==> config.mk <==
export PLATFORM = sky130hd
export DESIGN_NAME = offset_align_flat
export DESIGN_NICKNAME = d
export VERILOG_FILES = /design/src/rtl/offset_align_pkg.sv /design/src/rtl/offset_align_if.sv /design/src/rtl/offset_slice.sv /design/src/rtl/offset_align.sv /design/src/flat_wrapper.sv
export SDC_FILE = /design/constraint.sdc
export NUM_CORES = 1
export LEC_CHECK = 0
export ABC_CLOCK_PERIOD_IN_PS = 2200
export CORE_MARGIN = 3
export CORE_UTILIZATION = 29
export CTS_BUF_LIST = sky130_fd_sc_hd__clkbuf_2 sky130_fd_sc_hd__clkbuf_4 sky130_fd_sc_hd__clkbuf_8
export DETAILED_ROUTE_END_ITERATION = 10
export DONT_BUFFER_PORTS = 1
export GPL_ROUTABILITY_DRIVEN = 0
export HOLD_SLACK_MARGIN = 0.1
export PLACE_DENSITY = 0.51
export REMOVE_ABC_BUFFERS = 1
export SLEW_MARGIN = 40
export SYNTH_ARGS = -nofsm -noshare
export SYNTH_HDL_FRONTEND = slang
export SYNTH_HIERARCHICAL = 1
export SYNTH_SLANG_ARGS = --single-unit
==> constraint.sdc <==
create_clock -name clk -period 2.2 [get_ports clk]
set_clock_uncertainty 0.05 [all_clocks]
set_input_delay 0.44 -clock clk [delete_from_list [all_inputs] [get_ports clk]]
set_output_delay 0.44 -clock clk [all_outputs]
set_load 0.02 [all_outputs]
==> src/rtl/offset_align_pkg.sv <==
// Shared types and the bitwise combine rule for the offset_align datapath.
package offset_align_pkg;

  // How the two extracted windows are merged into the result.
  typedef enum logic [1:0] {
    MODE_AND    = 2'd0,
    MODE_OR     = 2'd1,
    MODE_XOR    = 2'd2,
    MODE_PASS_A = 2'd3
  } mode_t;

  // RUN streams operand pairs. DRAIN empties the pipeline so a new
  // configuration can be swapped in without mixing configs in flight.
  typedef enum logic {
    RUN   = 1'b0,
    DRAIN = 1'b1
  } state_t;

  // One result bit from one bit of each window. Applied per bit, so the
  // window width stays a property of the instantiating module.
  function automatic logic combine(input logic a, input logic b, input mode_t mode);
    logic r;
    case (mode)
      MODE_AND: r = a & b;
      MODE_OR:  r = a | b;
      MODE_XOR: r = a ^ b;
      default:  r = a;
    endcase
    return r;
  endfunction

endpackage

==> src/rtl/offset_align_if.sv <==
// Bundle of the configuration, operand and result channels of offset_align.
//
// Handshake rule for all three channels: a transfer happens on a rising edge
// where valid && ready are both 1. The producer keeps valid and its payload
// stable until that edge. in_ready depends combinationally on out_ready.
// cfg_ready is a registered one-cycle pulse.
interface offset_align_if #(
  parameter int A_W   = 32,
  parameter int B_W   = 16,
  parameter int OUT_W = 10
);
  import offset_align_pkg::*;

  localparam int OFF_A_W = $clog2(A_W) + 1;
  localparam int OFF_B_W = $clog2(B_W) + 1;

  logic               cfg_valid;
  logic               cfg_ready;
  logic [OFF_A_W-1:0] cfg_off_a;
  logic [OFF_B_W-1:0] cfg_off_b;
  mode_t              cfg_mode;

  logic               in_valid;
  logic               in_ready;
  logic [A_W-1:0]     in_a;
  logic [B_W-1:0]     in_b;

  logic               out_valid;
  logic               out_ready;
  logic [OUT_W-1:0]   out_y;
  logic               out_ovf;
  logic [15:0]        out_cnt;

  // Block side.
  modport slave (
    input  cfg_valid, cfg_off_a, cfg_off_b, cfg_mode,
    input  in_valid, in_a, in_b,
    input  out_ready,
    output cfg_ready, in_ready,
    output out_valid, out_y, out_ovf, out_cnt
  );

  // Producer/consumer side.
  modport master (
    output cfg_valid, cfg_off_a, cfg_off_b, cfg_mode,
    output in_valid, in_a, in_b,
    output out_ready,
    input  cfg_ready, in_ready,
    input  out_valid, out_y, out_ovf, out_cnt
  );

endinterface

==> src/rtl/offset_slice.sv <==
// Zero-filled window extraction: o_win[i] = i_data[i_off+i], or 0 when that
// bit lies beyond IN_W. o_ovf flags that the window ran past the operand.
module offset_slice #(
  parameter int  IN_W  = 32,
  parameter int  OUT_W = 10,
  localparam int OFF_W = $clog2(IN_W) + 1
) (
  input  logic [IN_W-1:0]  i_data,
  input  logic [OFF_W-1:0] i_off,
  output logic [OUT_W-1:0] o_win,
  output logic             o_ovf
);
  import offset_align_pkg::*;

  // Padding above the operand supplies the zero fill; shifting by at least
  // the full padded width yields an all-zero window.
  assign o_win = OUT_W'({{OUT_W{1'b0}}, i_data} >> i_off);

  // Compared in 32 bits so off+OUT_W cannot wrap.
  assign o_ovf = (32'(i_off) + 32'(OUT_W)) > 32'(IN_W);

endmodule

==> src/rtl/offset_align.sv <==
// Two-stage slice/align/combine unit. S1 holds both windows and the ovf flag.
// S2 holds the combined result. Reconfiguration drains the pipeline first.
module offset_align
  import offset_align_pkg::*;
#(
  parameter int    A_W       = 32,
  parameter int    B_W       = 16,
  parameter int    OUT_W     = 10,
  parameter int    DEF_OFF_A = 0,
  parameter int    DEF_OFF_B = 1,
  parameter mode_t DEF_MODE  = MODE_OR,
  parameter bit    FORCE_EN  = 1'b1,
  parameter bit    FORCE_VAL = 1'b1
) (
  input  logic   clk,
  input  logic   reset,
  offset_align_if.slave bus,
  output state_t o_dbg_state
);

  localparam int OFF_A_W = $clog2(A_W) + 1;
  localparam int OFF_B_W = $clog2(B_W) + 1;

  state_t             r_state;
  logic               r_cfg_ready;
  logic [OFF_A_W-1:0] r_off_a;
  logic [OFF_B_W-1:0] r_off_b;
  mode_t              r_mode;

  logic               r_s1_valid;
  logic [OUT_W-1:0]   r_s1_wa;
  logic [OUT_W-1:0]   r_s1_wb;
  logic               r_s1_ovf;

  logic               r_s2_valid;
  logic [OUT_W-1:0]   r_y;
  logic               r_ovf;
  logic [15:0]        r_cnt;

  logic [OUT_W-1:0]   w_wa;
  logic [OUT_W-1:0]   w_wb;
  logic               w_ovf_a;
  logic               w_ovf_b;
  logic               w_s2_adv;
  logic               w_s1_adv;
  logic               w_in_ready;
  logic               w_accept;
  logic [OUT_W-1:0]   w_y;

  offset_slice #(.IN_W(A_W), .OUT_W(OUT_W)) u_slice_a (
    .i_data (bus.in_a),
    .i_off  (r_off_a),
    .o_win  (w_wa),
    .o_ovf  (w_ovf_a)
  );

  offset_slice #(.IN_W(B_W), .OUT_W(OUT_W)) u_slice_b (
    .i_data (bus.in_b),
    .i_off  (r_off_b),
    .o_win  (w_wb),
    .o_ovf  (w_ovf_b)
  );

  // A stage may load when it is empty or the stage after it is moving.
  assign w_s2_adv   = !r_s2_valid || bus.out_ready;
  assign w_s1_adv   = !r_s1_valid || w_s2_adv;
  assign w_in_ready = (r_state == RUN) && w_s1_adv;
  assign w_accept   = bus.in_valid && w_in_ready;

  // Combine the S1 windows bit by bit, then apply the optional bit-0 force.
  always_comb begin
    w_y = '0;
    for (int i = 0; i < OUT_W; i++) begin
      w_y[i] = combine(r_s1_wa[i], r_s1_wb[i], r_mode);
    end
    if (FORCE_EN) begin
      w_y[0] = FORCE_VAL;
    end
  end

  // Control FSM: leave RUN on a config request, wait for an empty pipeline,
  // pulse cfg_ready for one cycle and latch the new config on that pulse.
  always_ff @(posedge clk) begin
    if (reset) begin
      r_state     <= RUN;
      r_cfg_ready <= 1'b0;
      r_off_a     <= OFF_A_W'(DEF_OFF_A);
      r_off_b     <= OFF_B_W'(DEF_OFF_B);
      r_mode      <= DEF_MODE;
    end else begin
      case (r_state)
        RUN: begin
          r_cfg_ready <= 1'b0;
          if (bus.cfg_valid) begin
            r_state <= DRAIN;
          end
        end
        DRAIN: begin
          if (r_cfg_ready) begin
            r_off_a     <= bus.cfg_off_a;
            r_off_b     <= bus.cfg_off_b;
            r_mode      <= bus.cfg_mode;
            r_cfg_ready <= 1'b0;
            r_state     <= RUN;
          end else if (!r_s1_valid && !r_s2_valid) begin
            r_cfg_ready <= 1'b1;
          end
        end
        default: begin
          r_state     <= RUN;
          r_cfg_ready <= 1'b0;
        end
      endcase
    end
  end

  // Stage 1: capture both windows and the overflow flag of an accepted pair.
  always_ff @(posedge clk) begin
    if (reset) begin
      r_s1_valid <= 1'b0;
      r_s1_wa    <= '0;
      r_s1_wb    <= '0;
      r_s1_ovf   <= 1'b0;
    end else if (w_s1_adv) begin
      r_s1_valid <= w_accept;
      if (w_accept) begin
        r_s1_wa  <= w_wa;
        r_s1_wb  <= w_wb;
        r_s1_ovf <= w_ovf_a | w_ovf_b;
      end
    end
  end

  // Stage 2: register the combined result; holds while the consumer stalls.
  always_ff @(posedge clk) begin
    if (reset) begin
      r_s2_valid <= 1'b0;
      r_y        <= '0;
      r_ovf      <= 1'b0;
    end else if (w_s2_adv) begin
      r_s2_valid <= r_s1_valid;
      if (r_s1_valid) begin
        r_y   <= w_y;
        r_ovf <= r_s1_ovf;
      end
    end
  end

  // Delivered-result counter, wrapping at 16 bits.
  always_ff @(posedge clk) begin
    if (reset) begin
      r_cnt <= '0;
    end else if (r_s2_valid && bus.out_ready) begin
      r_cnt <= r_cnt + 16'd1;
    end
  end

  assign bus.cfg_ready = r_cfg_ready;
  assign bus.in_ready  = w_in_ready;
  assign bus.out_valid = r_s2_valid;
  assign bus.out_y     = r_y;
  assign bus.out_ovf   = r_ovf;
  assign bus.out_cnt   = r_cnt;
  assign o_dbg_state   = r_state;

endmodule
==> src/flat_wrapper.sv <==
// flat-port wrapper written by rule: the top's interface ports become plain ports
module offset_align_flat import offset_align_pkg::*;
#(
  parameter int    A_W       = 32,
  parameter int    B_W       = 16,
  parameter int    OUT_W     = 10,
  parameter int    DEF_OFF_A = 0,
  parameter int    DEF_OFF_B = 1,
  parameter mode_t DEF_MODE  = MODE_OR,
  parameter bit    FORCE_EN  = 1'b1,
  parameter bit    FORCE_VAL = 1'b1
)
  (clk, reset, o_dbg_state, bus_cfg_valid, bus_cfg_off_a, bus_cfg_off_b, bus_cfg_mode, bus_in_valid, bus_in_a, bus_in_b, bus_out_ready, bus_cfg_ready, bus_in_ready, bus_out_valid, bus_out_y, bus_out_ovf, bus_out_cnt);
  offset_align_if #(.A_W(A_W), .B_W(B_W), .OUT_W(OUT_W)) bus_i ();
  input  logic clk;
  input  logic reset;
  output state_t o_dbg_state;
  input wire logic [$bits(bus_i.cfg_valid)-1:0] bus_cfg_valid;
  input wire logic [$bits(bus_i.cfg_off_a)-1:0] bus_cfg_off_a;
  input wire logic [$bits(bus_i.cfg_off_b)-1:0] bus_cfg_off_b;
  input wire logic [$bits(bus_i.cfg_mode)-1:0] bus_cfg_mode;
  input wire logic [$bits(bus_i.in_valid)-1:0] bus_in_valid;
  input wire logic [$bits(bus_i.in_a)-1:0] bus_in_a;
  input wire logic [$bits(bus_i.in_b)-1:0] bus_in_b;
  input wire logic [$bits(bus_i.out_ready)-1:0] bus_out_ready;
  output wire logic [$bits(bus_i.cfg_ready)-1:0] bus_cfg_ready;
  output wire logic [$bits(bus_i.in_ready)-1:0] bus_in_ready;
  output wire logic [$bits(bus_i.out_valid)-1:0] bus_out_valid;
  output wire logic [$bits(bus_i.out_y)-1:0] bus_out_y;
  output wire logic [$bits(bus_i.out_ovf)-1:0] bus_out_ovf;
  output wire logic [$bits(bus_i.out_cnt)-1:0] bus_out_cnt;
  assign bus_i.cfg_valid = bus_cfg_valid;
  assign bus_i.cfg_off_a = bus_cfg_off_a;
  assign bus_i.cfg_off_b = bus_cfg_off_b;
  assign bus_i.cfg_mode = bus_cfg_mode;
  assign bus_i.in_valid = bus_in_valid;
  assign bus_i.in_a = bus_in_a;
  assign bus_i.in_b = bus_in_b;
  assign bus_i.out_ready = bus_out_ready;
  assign bus_cfg_ready = bus_i.cfg_ready;
  assign bus_in_ready = bus_i.in_ready;
  assign bus_out_valid = bus_i.out_valid;
  assign bus_out_y = bus_i.out_y;
  assign bus_out_ovf = bus_i.out_ovf;
  assign bus_out_cnt = bus_i.out_cnt;
  offset_align #(.A_W(A_W), .B_W(B_W), .OUT_W(OUT_W), .DEF_OFF_A(DEF_OFF_A), .DEF_OFF_B(DEF_OFF_B), .DEF_MODE(DEF_MODE), .FORCE_EN(FORCE_EN), .FORCE_VAL(FORCE_VAL)) u_core (.clk(clk), .reset(reset), .bus(bus_i), .o_dbg_state(o_dbg_state));
endmodule
## Yosys cells after proc, flatten, opt, wreduce, memory -nomap -nowiden

Cells that the tools add are included.

- Muxes and demuxes: 15
- Shifts and indexed selects: 2
- Add/subtract/negate cells: 3
- Divide/modulo/power cells: 0
- Bitwise gates (word level): 29
- Order comparisons: 2
- Reduce and logical (&&, ||, !) cells: 12
- Multipliers: 0
- Equal/unequal tests: 2

Operators by type and width:

| cell | number |
|---|---|
| right shift 32 x 6 -> 10 bit | 1 |
| case mux 1 bit (3 select lines) | 9 |
| adder 16 x 1 -> 16 bit, second input constant | 1 |
| right shift 16 x 5 -> 10 bit | 1 |
| bitwise OR 1 bit | 10 |
| AND 1 bit | 9 |
| XOR 1 bit | 9 |
| adder 6 x 4 -> 7 bit, second input constant | 1 |
| greater-than comparator 7 x 6 -> 1 bit, second input constant | 1 |
| adder 5 x 4 -> 6 bit, second input constant | 1 |
| greater-than comparator 6 x 5 -> 1 bit, second input constant | 1 |
| AND reduction 2 bit | 3 |
| logical AND 1 bit | 4 |
| two-way mux 1 bit | 4 |
| case mux 1 bit (2 select lines) | 2 |
| == test 2 x 1 -> 1 bit, second input constant | 1 |
| == test 2 bit, second input constant | 1 |
| zero test 1 bit | 2 |
| zero test 2 bit | 1 |
| logical OR 1 bit | 2 |
| inverter 1 bit | 1 |

- Bits in read-only memories: 0
- Memories: 0
- RAM bits: 0
- Bits in latches: 0
- Register bits after elaboration: 65
- Bits of input ports: 66
- Logic and storage cells: 78
- Output and inout port bits: 31

## Longest topological paths before layout

- Depth after elaboration: 6
- Mapped depth: 9
- Depth with buffers taken out: 7

## By module

The synthesis kept the hierarchy.

Modules (own cells, without submodules):

| module | cells an instance | instances | sequential area each (µm²) | area each (µm²) |
|---|---|---|---|---|
| offset_align | 334 | 1 | 1261.2 | 2956.6 |
| offset_slice at u_core.u_slice_a | 162 | 1 | 0.0 | 1701.6 |
| offset_slice at u_core.u_slice_b | 89 | 1 | 0.0 | 670.6 |

## Worst setup path before layout

Ideal clock, no wire load.

- Kind: reg-to-reg
- Start point: register u_core.r_off_a[1]
- End point: register u_core.r_s1_wa[9]
- Arrival time: 1700 ps
- Stages on the path, launching flop included: 8
- Clock period less this slack: 1882 ps
- Setup time: 132 ps
- Path buffers: 1
- Setup slack: 318 ps
- Cell sequence: dfxtp_1 > buf_6 > mux2_2 > mux4_2 > a22oi_1 > a21oi_1 > nand2_1 > a21oi_1

- Longest elaborated chain between the ends: 1

Ends and longest elaborated chain:

| item | RTL line | text |
|---|---|---|
| start, declared | offset_align.sv:26 | `logic [OFF_A_W-1:0] r_off_a;` |
| start signal, assigned | offset_align.sv:87 | `r_off_a <= OFF_A_W'(DEF_OFF_A);` |
| start signal, assigned | offset_align.sv:100 | `r_off_a <= bus.cfg_off_a;` |
| right shift 32 x 6 -> 10 bit | offset_slice.sv:17 | `assign o_win = OUT_W'({{OUT_W{1'b0}}, i_data} >> i_off);` |
| net u_core.w_wa[9] | offset_align.sv:40 | `logic [OUT_W-1:0] w_wa;` |
| end signal, assigned | offset_align.sv:127 | `r_s1_wa <= w_wa;` |
| end, declared | offset_align.sv:31 | `logic [OUT_W-1:0] r_s1_wa;` |

The timed path passes the listed nets, and every way through them passes these cells.
A chain may end at the register's enable or synchronous reset.

## Worst setup path in the final report

- Start point: register u_core.r_off_a[0]
- End point: register u_core.r_s1_wa[6]

The elaborated chain is that of the path after synthesis.

==> results.yml <==
worst_setup_path:
  slowest_stage: "mux4_2"
  crit_fanout: 31
  critPathRequiredTime_ns: 2.38
  cp_cell_sequence: "buf_12 -> mux4_2 -> mux2_2 -> mux2i_1 -> o22ai_1 -> nand2_1 -> a21oi_1"
  crit_type: "flip-flop to flip-flop"
  worstSetupStartpointType: "flip-flop"
  cp.arrival_ns: 2.25
  cpPeakStageDelay_ns: 0.56
  endpoint_kind: "flip-flop"
placed_design:
  hpwlAfterDp_um: 10800
  placed_area_um2: 5470
  dp.cells: 783
  port_buffers: 0
logic_synthesis:
  syn_avg_cell_area_um2: 9.10
  syn_area_um2: 5230
  ys_warn_count: 6
  synth_cells: 575
die:
  initial_core_util_pct: 29.9
  die_area_um2: 19700
  rows: 48
  ios: 97
  coreArea_um2: 17500
  dieHeight_um: 140
  die_w_um: 140
final_layout:
  nFillCells: 1800
  fin_area_um2: 5750
  area_delta_synth_final_pct: 9.88
  final_nets: 660
  final_util_pct: 32.9
  seqCellArea_um2: 1260
  drive_gt1_share_pct: 18.5
  stdcell_count: 802
  multi_input_area_um2: 3580
  diodes: 0
global_route:
  grt_usage_pct: 14.8
  overflow: 0
  antenna_found_initial: 0
  grt_pass1_wl_um: 23800
  grt_max_degree: 35
  grt_pass1_vias: 4525
detailed_routing:
  num_vias: 4416
  drc_errors: 0
  routed_wl_um: 14900
  drt_iter0_drc: 360
  via_per_inst: 5.51
  drtAntennaViolNets: 0
  drt_pass1_iterations: 5
  routedWlPerCell_um: 18.6
clock_tree:
  cts_tree: "yes"
  path_clk_slew_ns: 0.07
  numCtsBuffers: 9
  clock_path_buffers: 2
  insertion_delay_ns: 0.34
  root_buffer: "clkbuf_8"
  htree_num_levels: 3
  post_cts_buffers: 0
  clock-sinks: 63
timing:
  setup_tns_ns: 0
  rsz0062_at_grt: "no"
  min_period_ns: 2.07
  worst_pin_slew_ns: 0.597
  report.final.slew_viol_count: 0
  setup_viol: 0
  timing.final.crit_share_pct: 94.1
  final_hold_viol_count: 0
  max_freq_ghz: 0.483
  slew_headroom_pct: 60.2
status:
  outcome: "complete, no violations"
power_and_ir_drop:
  peakVddDrop_v: 0.000223
  p_leak_nw: 2.11
  cellPowerDensity_nw_per_um2: 498
  power.total_mw: 2.86
job:
  maxCapViolations: 0
hold_path:
  hold_class: "primary input to flip-flop"
[worst paths after layout]
kind	start	to	slack, ns	cells after the start
max	u_core/r_off_a[0]$_SDFFE_PP0P_	u_core/r_s1_wa[6]$_SDFFE_PP0P_	0.13	7
min	reset	u_core/r_s1_wb[6]$_SDFFE_PP0P_	0.13	1
max reg2reg	u_core/r_off_a[0]$_SDFFE_PP0P_	u_core/r_s1_wa[6]$_SDFFE_PP0P_	0.13	7
min reg2reg	u_core/r_s1_wb[6]$_SDFFE_PP0P_	u_core/r_s1_wb[6]$_SDFFE_PP0P_	0.43	2
[sequential cells by signal (all words and copies together), names as in the netlist]
signal and flops:
u_core/o_dbg_state 1, u_core/bus.out_valid 1, u_core/r_off_a 6, u_core/bus.out_ovf 1, u_core/r_off_b 5, u_core/r_s1_valid 1
u_core/bus.cfg_ready 1, u_core/r_s1_wa 9, u_core/bus.out_y 10, u_core/r_mode 2, u_core/r_s1_wb 9, u_core/bus.out_cnt 16
u_core/r_s1_ovf 1
[power breakdown]
| group | internal [mW] | switching [mW] |
|---|---|---|
| Combinational | 0.236 | 0.231 |
| Sequential | 1.18 | 0.0658 |
| Clock | 0.662 | 0.485 |
[repair_timing]
action	4_1_cts	5_1_grt
endpoints found under the hold margin	34	0
setup endpoints to repair	5	2
hold buffers	4	0
gates resized for setup	1	1
[final cells by class]
type	instances	area share (%)
Inverter	42	2.74
Clock buffer	10	2.39
Tap cell	225	4.90
Timing Repair Buffer	27	4.16
Sequential cell	63	22.0
Clock inverter	5	1.44
Multi-Input combinational cell	430	62.4
[routing by layer]
layer | GRT usage, % | part of all wire [%]
met5 | 0 | 0
met4 | 3.52 | 1.1
met3 | 3.96 | 5.5
met2 | 25.1 | 48
met1 | 18.7 | 45
[through the flow]
step                setup WS, ns  hold WS, ns
finish                     0.131        0.128
global route             0.00623        0.101
CTS                       0.0946        0.100
detailed placement       -0.0440        0.416
global placement         0.00393        0.414
floorplan                 -0.761        0.397
[critical path, delay by kind of cell (launching register included)]
family          cells  cell delay, ns
flops               1            0.36
simple gates        1            0.09
buf+inv             1            0.23
compound gates      2            0.18
mux                 3            1.05
[placed cells by master (no fill, tap or decap), drive strengths merged, types with 3 or more instances in the layout]
| cell | count |
|---|---|
| nor3 | 13 |
| nor3b | 3 |
| nor2b | 8 |
| or2 | 3 |
| nor4 | 8 |
| nand4 | 6 |
| o221ai | 3 |
| nor2 | 41 |
| clkbuf | 10 |
| inv | 40 |
| nand3b | 5 |
| dfxtp | 63 |
| o22ai | 4 |
| mux2 | 12 |
| mux2i | 46 |
| buf | 24 |
| nand2 | 92 |
| mux4 | 46 |
| nand2b | 9 |
| o32ai | 5 |
| a211oi | 4 |
| a21oi | 39 |
| nand3 | 3 |
| and2 | 5 |
| o21ai | 8 |
| dlygate4sd3 | 3 |
| xnor2 | 11 |
| ha | 21 |
| a22oi | 6 |
| clkinvlp | 3 |
(Power assumes the default switching activity.)
